[src/rtl/hex_disp_pkg.sv]
// rtl/hex_disp_pkg.sv - glyph table, decode helper and width constants for the hex display scanner
package hex_disp_pkg;

    localparam int DEF_NUM_DIGITS   = 8;
    localparam int DEF_SLOT_CYCLES  = 50000;
    localparam int DEF_BLINK_FRAMES = 64;
    localparam int DEF_SLOT_W       = $clog2(DEF_SLOT_CYCLES);
    localparam int DEF_IDX_W        = $clog2(DEF_NUM_DIGITS);
    localparam int DEF_FRAME_W      = $clog2(DEF_BLINK_FRAMES);

    // Active-high glyphs, bit0=a .. bit6=g; entry 0 is the rightmost slice
    localparam logic [15:0][6:0] GLYPHS = {
        7'h71, 7'h79, 7'h5E, 7'h58, 7'h7C, 7'h77, 7'h67, 7'h7F,
        7'h07, 7'h7D, 7'h6D, 7'h66, 7'h4F, 7'h5B, 7'h06, 7'h3F
    };

    function automatic int cnt_width(input int n);
        return (n > 2) ? $clog2(n) : 1;
    endfunction

    function automatic logic [6:0] hex_to_seg(input logic [3:0] nibble);
        return GLYPHS[nibble];
    endfunction

endpackage

[src/rtl/hex_seg_decode.sv]
// rtl/hex_seg_decode.sv - nibble to active-high 7-segment glyph
module hex_seg_decode
    import hex_disp_pkg::*;
(
    input  logic [3:0] nibble,
    output logic [6:0] glyph
);

    assign glyph = hex_to_seg(nibble);

endmodule

[src/rtl/hex_display_scanner.sv]
// rtl/hex_display_scanner.sv - multiplexed N-digit hex display driver with tear-free double buffering
module hex_display_scanner
    import hex_disp_pkg::*;
#(
    parameter int NUM_DIGITS     = 8,
    parameter int SLOT_CYCLES    = 50000,
    parameter int GUARD_CYCLES   = 500,
    parameter int BLINK_FRAMES   = 64,
    parameter bit SEG_ACTIVE_LOW = 1'b1,
    parameter bit DIG_ACTIVE_LOW = 1'b1
) (
    input  logic                    csi_clk,
    input  logic                    rsi_reset_n,
    input  logic                    upd_valid,
    output logic                    upd_ready,
    input  logic [4*NUM_DIGITS-1:0] upd_value,
    input  logic [NUM_DIGITS-1:0]   upd_dp,
    input  logic [NUM_DIGITS-1:0]   upd_blank,
    input  logic [NUM_DIGITS-1:0]   upd_blink,
    input  logic                    lz_en,
    output logic [6:0]              seg,
    output logic                    dp,
    output logic [NUM_DIGITS-1:0]   dig_en,
    output logic                    frame_done
);

    localparam int SLOT_W  = cnt_width(SLOT_CYCLES);
    localparam int IDX_W   = cnt_width(NUM_DIGITS);
    localparam int FRAME_W = cnt_width(BLINK_FRAMES);

    localparam logic [SLOT_W-1:0]     SLOT_LAST  = SLOT_W'(SLOT_CYCLES - 1);
    localparam logic [SLOT_W-1:0]     GUARD_END  = SLOT_W'(GUARD_CYCLES);
    localparam logic [IDX_W-1:0]      IDX_LAST   = IDX_W'(NUM_DIGITS - 1);
    localparam logic [FRAME_W-1:0]    FRAME_LAST = FRAME_W'(BLINK_FRAMES - 1);
    localparam logic [6:0]            SEG_OFF    = SEG_ACTIVE_LOW ? 7'h7F : 7'h00;
    localparam logic                  DP_OFF     = SEG_ACTIVE_LOW;
    localparam logic [NUM_DIGITS-1:0] DIG_OFF    = DIG_ACTIVE_LOW ? {NUM_DIGITS{1'b1}} : '0;

    logic [SLOT_W-1:0]       slot_cnt, slot_nxt;
    logic [IDX_W-1:0]        dig_idx, idx_nxt;
    logic [FRAME_W-1:0]      frame_cnt;
    logic                    blink_phase, phase_nxt;
    logic                    pending_full;
    logic [4*NUM_DIGITS-1:0] pend_value, disp_value, disp_value_nxt;
    logic [NUM_DIGITS-1:0]   pend_dp, pend_blank, pend_blink;
    logic [NUM_DIGITS-1:0]   disp_dp, disp_blank, disp_blink;
    logic [NUM_DIGITS-1:0]   disp_dp_nxt, disp_blank_nxt, disp_blink_nxt;

    logic slot_wrap, frame_wrap, accept, commit;
    logic [3:0]            cur_nibble;
    logic [6:0]            cur_glyph;
    logic                  cur_dark, cur_dp, zero_run, guard, lit;
    logic [6:0]            seg_hi;
    logic                  dp_hi;
    logic [NUM_DIGITS-1:0] dig_on;

    assign upd_ready  = !pending_full;
    assign accept     = upd_valid && !pending_full;
    assign slot_wrap  = (slot_cnt == SLOT_LAST);
    assign frame_wrap = slot_wrap && (dig_idx == IDX_LAST);
    assign commit     = frame_wrap && pending_full;

    assign slot_nxt = slot_wrap ? '0 : slot_cnt + 1'b1;
    assign idx_nxt  = !slot_wrap ? dig_idx : ((dig_idx == IDX_LAST) ? '0 : dig_idx + 1'b1);
    assign phase_nxt = (frame_wrap && frame_cnt == FRAME_LAST) ? !blink_phase : blink_phase;

    assign disp_value_nxt = commit ? pend_value : disp_value;
    assign disp_dp_nxt    = commit ? pend_dp    : disp_dp;
    assign disp_blank_nxt = commit ? pend_blank : disp_blank;
    assign disp_blink_nxt = commit ? pend_blink : disp_blink;

    // Outputs are rendered from next-cycle state so they line up with the counters
    always_comb begin
        cur_nibble = 4'h0;
        cur_dark   = 1'b0;
        cur_dp     = 1'b0;
        zero_run   = 1'b1;
        for (int i = NUM_DIGITS - 1; i >= 0; i--) begin
            zero_run = zero_run && (disp_value_nxt[4*i +: 4] == 4'h0);
            if (idx_nxt == IDX_W'(i)) begin
                cur_nibble = disp_value_nxt[4*i +: 4];
                cur_dp     = disp_dp_nxt[i];
                cur_dark   = disp_blank_nxt[i]
                          || (disp_blink_nxt[i] && phase_nxt)
                          || (lz_en && (i > 0) && zero_run);
            end
        end
    end

    hex_seg_decode u_decode (
        .nibble (cur_nibble),
        .glyph  (cur_glyph)
    );

    assign guard  = (slot_nxt < GUARD_END);
    assign lit    = !guard && !cur_dark;
    assign seg_hi = lit ? cur_glyph : 7'h00;
    assign dp_hi  = lit && cur_dp;
    assign dig_on = guard ? '0 : (NUM_DIGITS'(1) << idx_nxt);

    always_ff @(posedge csi_clk or negedge rsi_reset_n) begin
        if (!rsi_reset_n) begin
            slot_cnt     <= '0;
            dig_idx      <= '0;
            frame_cnt    <= '0;
            blink_phase  <= 1'b0;
            pending_full <= 1'b0;
            pend_value   <= '0;
            pend_dp      <= '0;
            pend_blank   <= '0;
            pend_blink   <= '0;
            disp_value   <= '0;
            disp_dp      <= '0;
            disp_blank   <= '0;
            disp_blink   <= '0;
            frame_done   <= 1'b0;
            seg          <= SEG_OFF;
            dp           <= DP_OFF;
            dig_en       <= DIG_OFF;
        end else begin
            slot_cnt    <= slot_nxt;
            dig_idx     <= idx_nxt;
            blink_phase <= phase_nxt;
            frame_done  <= frame_wrap;
            if (frame_wrap)
                frame_cnt <= (frame_cnt == FRAME_LAST) ? '0 : frame_cnt + 1'b1;
            if (commit) begin
                disp_value   <= pend_value;
                disp_dp      <= pend_dp;
                disp_blank   <= pend_blank;
                disp_blink   <= pend_blink;
                pending_full <= 1'b0;
            end
            if (accept) begin
                pend_value   <= upd_value;
                pend_dp      <= upd_dp;
                pend_blank   <= upd_blank;
                pend_blink   <= upd_blink;
                pending_full <= 1'b1;
            end
            seg    <= SEG_ACTIVE_LOW ? ~seg_hi : seg_hi;
            dp     <= SEG_ACTIVE_LOW ? !dp_hi : dp_hi;
            dig_en <= DIG_ACTIVE_LOW ? ~dig_on : dig_on;
        end
    end

endmodule
[config.mk]
export PLATFORM = sky130hd
export DESIGN_NAME = hex_display_scanner
export DESIGN_NICKNAME = d
export VERILOG_FILES = /design/src/rtl/hex_disp_pkg.sv /design/src/rtl/hex_seg_decode.sv /design/src/rtl/hex_display_scanner.sv
export SDC_FILE = /design/constraint.sdc
export NUM_CORES = 1
export LEC_CHECK = 0
export ABC_AREA = 1
export BUFFER_PORTS_ARGS = -buffer_cell sky130_fd_sc_hd__buf_2
export CORE_ASPECT_RATIO = 0.9
export CORE_MARGIN = 5
export CORE_UTILIZATION = 27
export CTS_CLUSTER_DIAMETER = 120
export DETAILED_ROUTE_END_ITERATION = 8
export PLACE_DENSITY_LB_ADDON = 0.1
export SYNTH_ARGS = -nofsm -noshare
export SYNTH_HDL_FRONTEND = slang
export SYNTH_SLANG_ARGS = --single-unit
export TNS_END_PERCENT = 30
[constraint.sdc]
create_clock -name csi_clk -period 2.5 [get_ports csi_clk]
set_input_delay 0.25 -clock csi_clk [delete_from_list [all_inputs] [get_ports csi_clk]]
set_output_delay 0.25 -clock csi_clk [all_outputs]
set_load 0.01 [all_outputs]
==> out/qor.txt, run 1 <==
=================================================================================================================
Run status ......................................................................................... complete, but fails checks
Violations in the final reports .................................................................... negative setup slack
Num Clock Sinks ....................................................................................          156
Global-route wire length before repair .............................................................     36100 um
Final setup violation count ........................................................................            8
Slowest cell on the critical path .................................................................. sky130_fd_sc_hd__dfrtp_1
Average instance area after synthesis ..............................................................     8.37 um2
Total number of yosys warnings .....................................................................            0
Arithmetic-cell share of the synthesized area counting full adders, half adders and majority gates .        1.47%
Part of the total power dissipated in sequential elements ..........................................        48.8%
Post-synthesis xor/xnor area fraction ..............................................................       0.457%
Number of nets in the synthesized netlist ..........................................................          985
Number of H-tree branching levels ..................................................................            4
TritonCTS clock tree ...............................................................................        built
Via count of the first global-routing pass .........................................................         6634
Initial core utilization ...........................................................................        27.4%
Count of final max-slew check failures .............................................................            0
Transition time at the pin with the least slew margin ..............................................     0.627 ns
Buffer cell driving the clock tree root ............................................................ sky130_fd_sc_hd__clkbuf_16
Detailed Route WL ..................................................................................     22000 um
Clock skew .........................................................................................    0.0171 ns
Row cnt ............................................................................................           58
Total number of vias ...............................................................................         6511
# placed instances .................................................................................         1468
Final sum of negative setup slack ..................................................................    -0.960 ns
Number of nets in the final layout .................................................................         1216
CP Data Arrival Time ...............................................................................      3.03 ns
Max FO, Critical Path ..............................................................................            7
GRT Total Usage ....................................................................................        14.3%
Cell internal pwr ..................................................................................      4.09 mW
Most frequent standard cell in the layout excluding fill and tap cells ............................. sky130_fd_sc_hd__nand2_1
GP Congestion ......................................................................................        0.804
Tightest hold margin ...............................................................................    0.0421 ns
HPWL after detailed placement ......................................................................     16400 um
Io pins ............................................................................................           78
DRT antenna net count ..............................................................................            0
Number of DRC markers in iteration 0 ...............................................................          354
Post-layout instance area ..........................................................................   0.0107 mm2
Clock latency on the worst-skew pair ...............................................................      0.44 ns
Startpoint type of the worst setup path ............................................................    flip-flop
Largest family of logic cells by synthesized area .................................................. simple AND/OR/NAND/NOR gates
Sequential-to-total area share from yosys stat .....................................................        51.2%
Part of the power in the clock network .............................................................        47.2%
Area fraction in compound gates after synthesis ....................................................        6.08%
Sequence of cells on the critical path ............................................................. ha_4 -> nand3_4 -> nor2_4 -> buf_6 -> nand3b_1 -> nand2_4 -> nand3_4 -> buf_4 -> nor2_1 -> nor2_1 -> nand3_1 -> nand2_1 -> nand4_4 -> nand2_2 -> nand2_1 -> nand2_1 -> nand2_1 -> inv_1 -> nand3_1
Power per cell area ................................................................................   504 mW/mm2
Area fraction in and, or, nand and nor cells after synthesis .......................................        27.9%
Switching share of power ...........................................................................        24.3%
Critical path class ................................................................................   reg -> reg
Fraction of layout cells with a size suffix above 1 ................................................        38.5%
Floorplan die width ................................................................................       188 um
Slowest Stage Delay on Critical Path ...............................................................      0.40 ns
Area inside the core boundary ......................................................................   0.0280 mm2
Leading cell types in the layout, fill and taps excluded ........................................... sky130_fd_sc_hd__nand2_1 (217), sky130_fd_sc_hd__buf_4 (143), sky130_fd_sc_hd__dfrtp_1 (138), sky130_fd_sc_hd__inv_1 (119), sky130_fd_sc_hd__buf_2 (77)
Post-synthesis cell count ..........................................................................          916
Total global routing overflow ......................................................................            0
Worst slack, placed ................................................................................    -0.334 ns
Max-slew headroom ..................................................................................        58.2%
Most used cell, CP ................................................................................. sky130_fd_sc_hd__nand2_1
Die footprint ......................................................................................   0.0319 mm2
Maximum number of pins on one net before global-route repair .......................................           60
Type of the tightest min-delay check ...............................................................    in -> reg
Peak clock frequency supported by timing ...........................................................      376 MHz
Post-layout instance count excluding filler cells ..................................................         1520
Number of antenna violations at the first check in global routing ..................................            1
Area growth from synthesis to layout ...............................................................        39.5%
Placed Instance Area ...............................................................................  0.00951 mm2
Summed instance area of the synthesized netlist ....................................................  0.00767 mm2
VDD IR-drop max ....................................................................................       453 uV
Mux share of post-synthesis cell area ..............................................................        4.26%
Crit path required time ............................................................................      2.87 ns
Unrepaired setup endpoints after global routing ....................................................          yes
Overall power ......................................................................................      5.40 mW
Crit. End Element ..................................................................................    flip-flop
Switch Pwr .........................................................................................      1.31 mW
Die height .........................................................................................       170 um
Number of synthesized register bits ................................................................          156
Input/output buffers ...............................................................................           77
Clock transition time at the flip-flop clock pins of the worst setup and hold paths ................      0.07 ns
Minimum clock period after layout ..................................................................      2.66 ns
Max-Cap Viols ......................................................................................            0
Unique cell type count in the Yosys netlist ........................................................           42
Leakage power ......................................................................................      5.68 nW
Routed len/inst ....................................................................................      14.5 um
Final number of hold-violating endpoints ...........................................................            0
Antenna diode instance count .......................................................................            0
Portion of total power attributed to combinational logic ...........................................         4.0%
Via-to-Cell Ratio ..................................................................................         4.28
Maximum buffer depth of the clock tree .............................................................            2
# DRC ..............................................................................................            0
Number of iterations in the first detailed-routing pass ............................................            4
Share of the clock period used by the worst path after layout ......................................         106%
Number of buffers added by the clock tree synthesis step ...........................................           17
Final Util .........................................................................................        38.2%
Final worst setup slack ............................................................................    -0.160 ns
=================================================================================================================
==> path summary, 6_finish.rpt <==
check | from | to | slack (ns) | cells past startpoint
setup / recovery | slot_cnt[1] | seg[5] | -0.16 | 19
hold reg to reg | disp_blink[6] | disp_blink[6] | 0.48 | 2
setup reg to reg | slot_cnt[1] | seg[5] | -0.16 | 19
min in group asynchronous | rsi_reset_n | frame_cnt[3] | 0.38 | 2
hold / removal | upd_blank[4] | pend_blank[4] | 0.04 | 2
max in group asynchronous | rsi_reset_n | seg[1] | 1.34 | 3
==> critical path: cells and delay by family, from the launching register on <==
| kind | cells | cell delay [ns] |
|---|---|---|
| fa+ha+maj | 1 | 0.16 |
| buf+inv | 3 | 0.33 |
| flops | 1 | 0.40 |
| simple gates | 15 | 1.70 |
==> power groups by stage <==
stage               sequential (mW)  clock (mW)  combinational, mW
floorplan                      2.67           0             0.0807
global placement               2.68           0              0.216
detailed placement             2.68           0              0.219
CTS                            2.64        2.65              0.223
global route                   2.64        2.75              0.247
finish                         2.64        2.55              0.214
==> Yosys cell counts (all sizes together) <==
library cell	n	share of area, %
nand4	22	2.3
dfrtp	140	46
or2	3	0.24
mux2	29	4.3
nor2	108	6.5
nand3b	5	0.49
nor4	3	0.24
o21ai	32	2.3
a22oi	1	0.098
nor3	9	0.59
a31oi	1	0.082
clkinv	1	0.065
nor3b	3	0.29
xor2	4	0.46
clkbuf	8	0.39
buf	18	1.7
ha	9	1.5
dfstp	16	5.5
nand3	55	3.8
a21oi	51	3.4
inv	133	6.5
nand2	262	13
o211ai	1	0.098
a211oi	1	0.098
nand2b	1	0.082
==> layer usage <==
metal  global-route usage, %  routed length [um]  vias to the layer above  part of all wire, %
met5                       0                   7                        -                0.032
met4                    3.57                 188                        2                 0.85
met3                    2.93                 733                       18                  3.3
met2                    20.9                9130                       92                   41
met1                    21.6               12000                     3043                   54
li1                        -                   -                     3356                    -
==> area by class of cell <==
class                      instances  area, um2
fill                            2961      17300
sequential                       156       3930
multi-input combinational        600       3510
timing repair buffer             238       1710
inverter                         134        528
tap                              360        450
clock buffer                      18        429
clock inverter                    14        139
==> flip-flops by register name (all words and copies together) (netlist names) <==
register      flops
blink_phase       1
dig_en            8
dig_idx           3
disp_blank        8
disp_blink        8
disp_dp           8
disp_value       32
dp                1
frame_cnt         6
frame_done        1
pend_blank        8
pend_blink        8
pend_dp           8
pend_value       32
pending_full      1
seg               7
slot_cnt         16
==> timing repair <==
action,CTS,global route
pin swaps,38,14
endpoints found under the hold margin,56,0
endpoints found under the setup margin,16,16
gates cloned,1,0
setup buffers,12,6
hold buffers,1,0
resized for setup,96,29
==> cell families (layout without fill, tap and decap cells) <==
group	Yosys count	after routing
buffers and inverters	160	404
muxes	29	29
AOI/OAI and AO/OA	87	87
xor gates and xnor gates	4	4
DFF	156	156
adders and majority gates	9	9
and+or+nand+nor	471	471
No activity file was read; power rests on OpenSTA's default activity.
==> inputs of run 2 (changes only) <==
clock period = 2.4 ns   (was 2.5 ns; I/O delays follow)
==> run 2 against run 1 <==
  * The run still ends with negative setup slack left
  * Routed wire length up 3.4%
  * Non-clock buffer count up 21
  * Design area grew 3.1%
  * Combinational power up 4%
  * Sequential power increased by 4%
  * Hold slack worse by 0.0055 ns
  * Fmax about the same
  * Critical endpoint is now seg[3]
==> out/qor.txt, run 2 (synthesis gave the netlist of run 1 again) <==
==================================================================================================
Maximum number of pins on one net before global-route repair ........................           61   was 60
Max-Cap Viols .......................................................................            0   unchanged
Combined flip-flop and latch cell area ..............................................  0.00392 mm2   was 0.00393 mm2
Transition time at the pin with the least slew margin ...............................     0.623 ns   was 0.627 ns
Via count of the first global-routing pass ..........................................         6603   was 6634
Num Clock Sinks .....................................................................          156   unchanged
Total area of multi-input combinational cells .......................................  0.00361 mm2   was 0.00351 mm2
Minimum clock period after layout ...................................................      2.66 ns   about the same
Routing usage on met3 ...............................................................        3.14%   was 2.93%
Family with the most delay on the worst path ........................................ simple AND/OR/NAND/NOR gates   unchanged
Die footprint .......................................................................   0.0319 mm2   unchanged
Final setup violation count .........................................................           16   was 8
Most congested layer reported by global routing .....................................         met1   unchanged
Number of iterations in the first detailed-routing pass .............................            5   was 4
Sequence of cells on the critical path .............................................. buf_6 -> inv_1 -> nand2_1 -> nor2_2 -> nand2_2 -> nor2_4 -> buf_12 -> nand4_1 -> nand2_2 -> nor2_4 -> nor2_4 -> nand3_2 -> nand2_2 -> nand3_2 -> nand2_4 -> inv_4 -> ha_4 -> inv_2 -> nand2_1 -> nand3_1 -> nand3_1 -> nand3_2   was ha_4 -> nand3_4 -> nor2_4 -> buf_6 -> nand3b_1 -> nand2_4 -> nand3_4 -> buf_4 -> nor2_1 -> nor2_1 -> nand3_1 -> nand2_1 -> nand4_4 -> nand2_2 -> nand2_1 -> nand2_1 -> nand2_1 -> inv_1 -> nand3_1
Portion of total power attributed to combinational logic ............................         3.9%   was 4.0%
Crit. End Element ...................................................................    flip-flop   unchanged
Floorplan die width .................................................................       188 um   unchanged
Most frequent standard cell in the layout excluding fill and tap cells .............. sky130_fd_sc_hd__nand2_1   unchanged
Placed Instance Area ................................................................  0.00970 mm2   was 0.00951 mm2
Number of H-tree branching levels ...................................................            4   unchanged
Input/output buffers ................................................................           77   unchanged
Cell internal pwr ...................................................................      4.40 mW   was 4.09 mW
# DRC ...............................................................................            0   unchanged
Fraction of layout cells with a size suffix above 1 .................................        40.9%   was 38.5%
Part of the total power dissipated in sequential elements ...........................        48.0%   was 48.8%
Grt met2 use ........................................................................        20.9%   about the same
Clock skew ..........................................................................    0.0110 ns   was 0.0171 ns
Post-layout instance area ...........................................................   0.0110 mm2   was 0.0107 mm2
Buffer cell driving the clock tree root ............................................. sky130_fd_sc_hd__clkbuf_16   unchanged
Maximum buffer depth of the clock tree ..............................................            2   unchanged
Switching share of power ............................................................        23.2%   was 24.3%
Antenna diode instance count ........................................................            0   unchanged
Power per cell area .................................................................   520 mW/mm2   was 504 mW/mm2
Leading cell types in the layout, fill and taps excluded ............................ sky130_fd_sc_hd__nand2_1 (209), sky130_fd_sc_hd__buf_4 (162), sky130_fd_sc_hd__dfrtp_1 (140), sky130_fd_sc_hd__inv_1 (122), sky130_fd_sc_hd__nor2_1 (77)   was sky130_fd_sc_hd__nand2_1 (217), sky130_fd_sc_hd__buf_4 (143), sky130_fd_sc_hd__dfrtp_1 (138), sky130_fd_sc_hd__inv_1 (119), sky130_fd_sc_hd__buf_2 (77)
HPWL after detailed placement .......................................................     17100 um   was 16400 um
Max FO, Critical Path ...............................................................            6   was 7
CP Data Arrival Time ................................................................      3.01 ns   was 3.03 ns
Total global routing overflow .......................................................            0   unchanged
Die height ..........................................................................       170 um   unchanged
Area inside the core boundary .......................................................   0.0280 mm2   unchanged
Peak clock frequency supported by timing ............................................      376 MHz   about the same
Global routing usage on met1 ........................................................        22.7%   was 21.6%
Run status .......................................................................... complete, but fails checks   unchanged
Startpoint type of the worst setup path .............................................    flip-flop   unchanged
Critical path class .................................................................   reg -> reg   unchanged
Area growth from synthesis to layout ................................................        43.7%   was 39.5%
Number of buffers added by the clock tree synthesis step ............................           17   unchanged
Number of buffer and inverter stages on the critical path ...........................            5   was 3
Row cnt .............................................................................           58   unchanged
DRT antenna net count ...............................................................            0   unchanged
Clock transition time at the flip-flop clock pins of the worst setup and hold paths .      0.07 ns   about the same
Violations in the final reports ..................................................... negative setup slack   unchanged
Registers with the highest flip-flop counts ......................................... disp_value x32, pend_value x32, slot_cnt x16   unchanged
Final worst setup slack .............................................................    -0.259 ns   was -0.160 ns
Number of DRC markers in iteration 0 ................................................          296   was 354
Global-route wire length before repair ..............................................     37100 um   was 36100 um
Fillcell total ......................................................................         2871   was 2961
Slowest Stage Delay on Critical Path ................................................      0.42 ns   was 0.40 ns
TritonCTS clock tree ................................................................        built   unchanged
Io pins .............................................................................           78   unchanged
Total number of vias ................................................................         6610   was 6511
GP Congestion .......................................................................        0.831   was 0.804
Type of the tightest min-delay check ................................................    in -> reg   unchanged
GRT Total Usage .....................................................................        14.7%   was 14.3%
Clock latency on the worst-skew pair ................................................      0.43 ns   was 0.44 ns
Max-slew headroom ...................................................................        58.4%   was 58.2%
Via-to-Cell Ratio ...................................................................         4.29   was 4.28
Detailed Route WL ...................................................................     22800 um   was 22000 um
Slowest cell on the critical path ................................................... sky130_fd_sc_hd__dfrtp_1   unchanged
Part of the power in the clock network ..............................................        48.2%   was 47.2%
Routed len/inst .....................................................................      14.8 um   was 14.5 um
Initial core utilization ............................................................        27.4%   unchanged
VDD IR-drop max .....................................................................       445 uV   was 453 uV
Count of final max-slew check failures ..............................................            0   unchanged
Share of the clock period used by the worst path after layout .......................         111%   was 106%
Final number of hold-violating endpoints ............................................            0   unchanged
Final sum of negative setup slack ...................................................     -3.70 ns   was -0.960 ns
Crit path required time .............................................................      2.75 ns   was 2.87 ns
Switch Pwr ..........................................................................      1.33 mW   was 1.31 mW
Number of antenna violations at the first check in global routing ...................            1   unchanged
Number of nets in the final layout ..................................................         1237   was 1216
Unrepaired setup endpoints after global routing .....................................          yes   unchanged
Leakage power .......................................................................      5.84 nW   was 5.68 nW
==================================================================================================
## run 2: power by group through the flow
stage	sequential, mW	combinational (mW)	clock, mW
6_report	2.75	0.222	2.76
5_1_grt	2.76	0.259	2.97
4_1_cts	2.75	0.230	2.86
3_5_place_dp	2.80	0.225	0
3_3_place_gp	2.80	0.222	0
2_1_floorplan	2.78	0.0840	0
## run 2: through the flow
| step | utilization, % | worst slack (ns) | cells | hold slack (ns) | power, mW |
|---|---|---|---|---|---|
| floorplan | - | -0.0118 | 916 | -0.0556 | 2.87 |
| CTS | 38.6 | -0.283 | 1535 | 0.0106 | 5.84 |
| global route | 39.4 | -0.496 | 1541 | 0.0104 | 5.99 |
| global placement | 34.6 | -0.445 | 1487 | 0.275 | 3.02 |
| detailed placement | 34.6 | -0.423 | 1487 | 0.262 | 3.02 |
| finish | 39.4 | -0.259 | 1541 | 0.0366 | 5.73 |
## run 2: path summary, 6_finish.rpt
check	startpoint	depth (start not counted)	to	slack, ns
setup / recovery	slot_cnt[5]	22	seg[3]	-0.26
hold / removal	upd_dp[2]	2	pend_dp[2]	0.04
setup reg to reg	slot_cnt[5]	22	seg[3]	-0.26
hold reg to reg	disp_blink[2]	2	disp_blink[2]	0.48
max in group asynchronous	rsi_reset_n	3	pend_value[31]	1.28
min in group asynchronous	rsi_reset_n	2	frame_done	0.34
## run 2: what timing repair did
item / in CTS / in global routing
hold buffers: 1 / 0
setup buffers: 17 / 6
hold endpoints to repair: 50 / 0
pin swaps: 54 / 31
cloned: 1 / 0
resized for setup: 101 / 34
endpoints found under the setup margin: 16 / 16
## run 2: worst reg2reg max path: stages (launching register included)
cell                      delay (ns)
sky130_fd_sc_hd__dfrtp_1        0.42
sky130_fd_sc_hd__buf_6          0.15
sky130_fd_sc_hd__inv_1          0.08
sky130_fd_sc_hd__nand2_1        0.08
sky130_fd_sc_hd__nor2_2         0.16
sky130_fd_sc_hd__nand2_2        0.08
sky130_fd_sc_hd__nor2_4         0.18
sky130_fd_sc_hd__buf_12         0.12
sky130_fd_sc_hd__nand4_1        0.09
sky130_fd_sc_hd__nand2_2        0.13
sky130_fd_sc_hd__nor2_4         0.05
sky130_fd_sc_hd__nor2_4         0.07
sky130_fd_sc_hd__nand3_2        0.08
sky130_fd_sc_hd__nand2_2        0.08
sky130_fd_sc_hd__nand3_2        0.09
sky130_fd_sc_hd__nand2_4        0.13
sky130_fd_sc_hd__inv_4          0.06
sky130_fd_sc_hd__ha_4           0.25
sky130_fd_sc_hd__inv_2          0.04
sky130_fd_sc_hd__nand2_1        0.06
sky130_fd_sc_hd__nand3_1        0.06
sky130_fd_sc_hd__nand3_1        0.08
sky130_fd_sc_hd__nand3_2        0.07
## run 2: layout make-up
cell class | instances | share of cell area [%]
multi-input cells | 600 | 32.7
clock buffers | 20 | 4.14
inverters | 134 | 4.77
well taps | 360 | 4.09
repair buffers | 259 | 17.5
clock inverters | 12 | 1.24
flip-flops and latches | 156 | 35.6
## run 2: metal layers
| layer | wire (um) | part of all wire (%) | vias to the layer above |
|---|---|---|---|
| li1 | - | - | 3390 |
| met1 | 12300 | 54 | 3102 |
| met2 | 9530 | 42 | 100 |
| met3 | 788 | 3.5 | 16 |
| met4 | 218 | 0.96 | 2 |
| met5 | 13 | 0.057 | - |
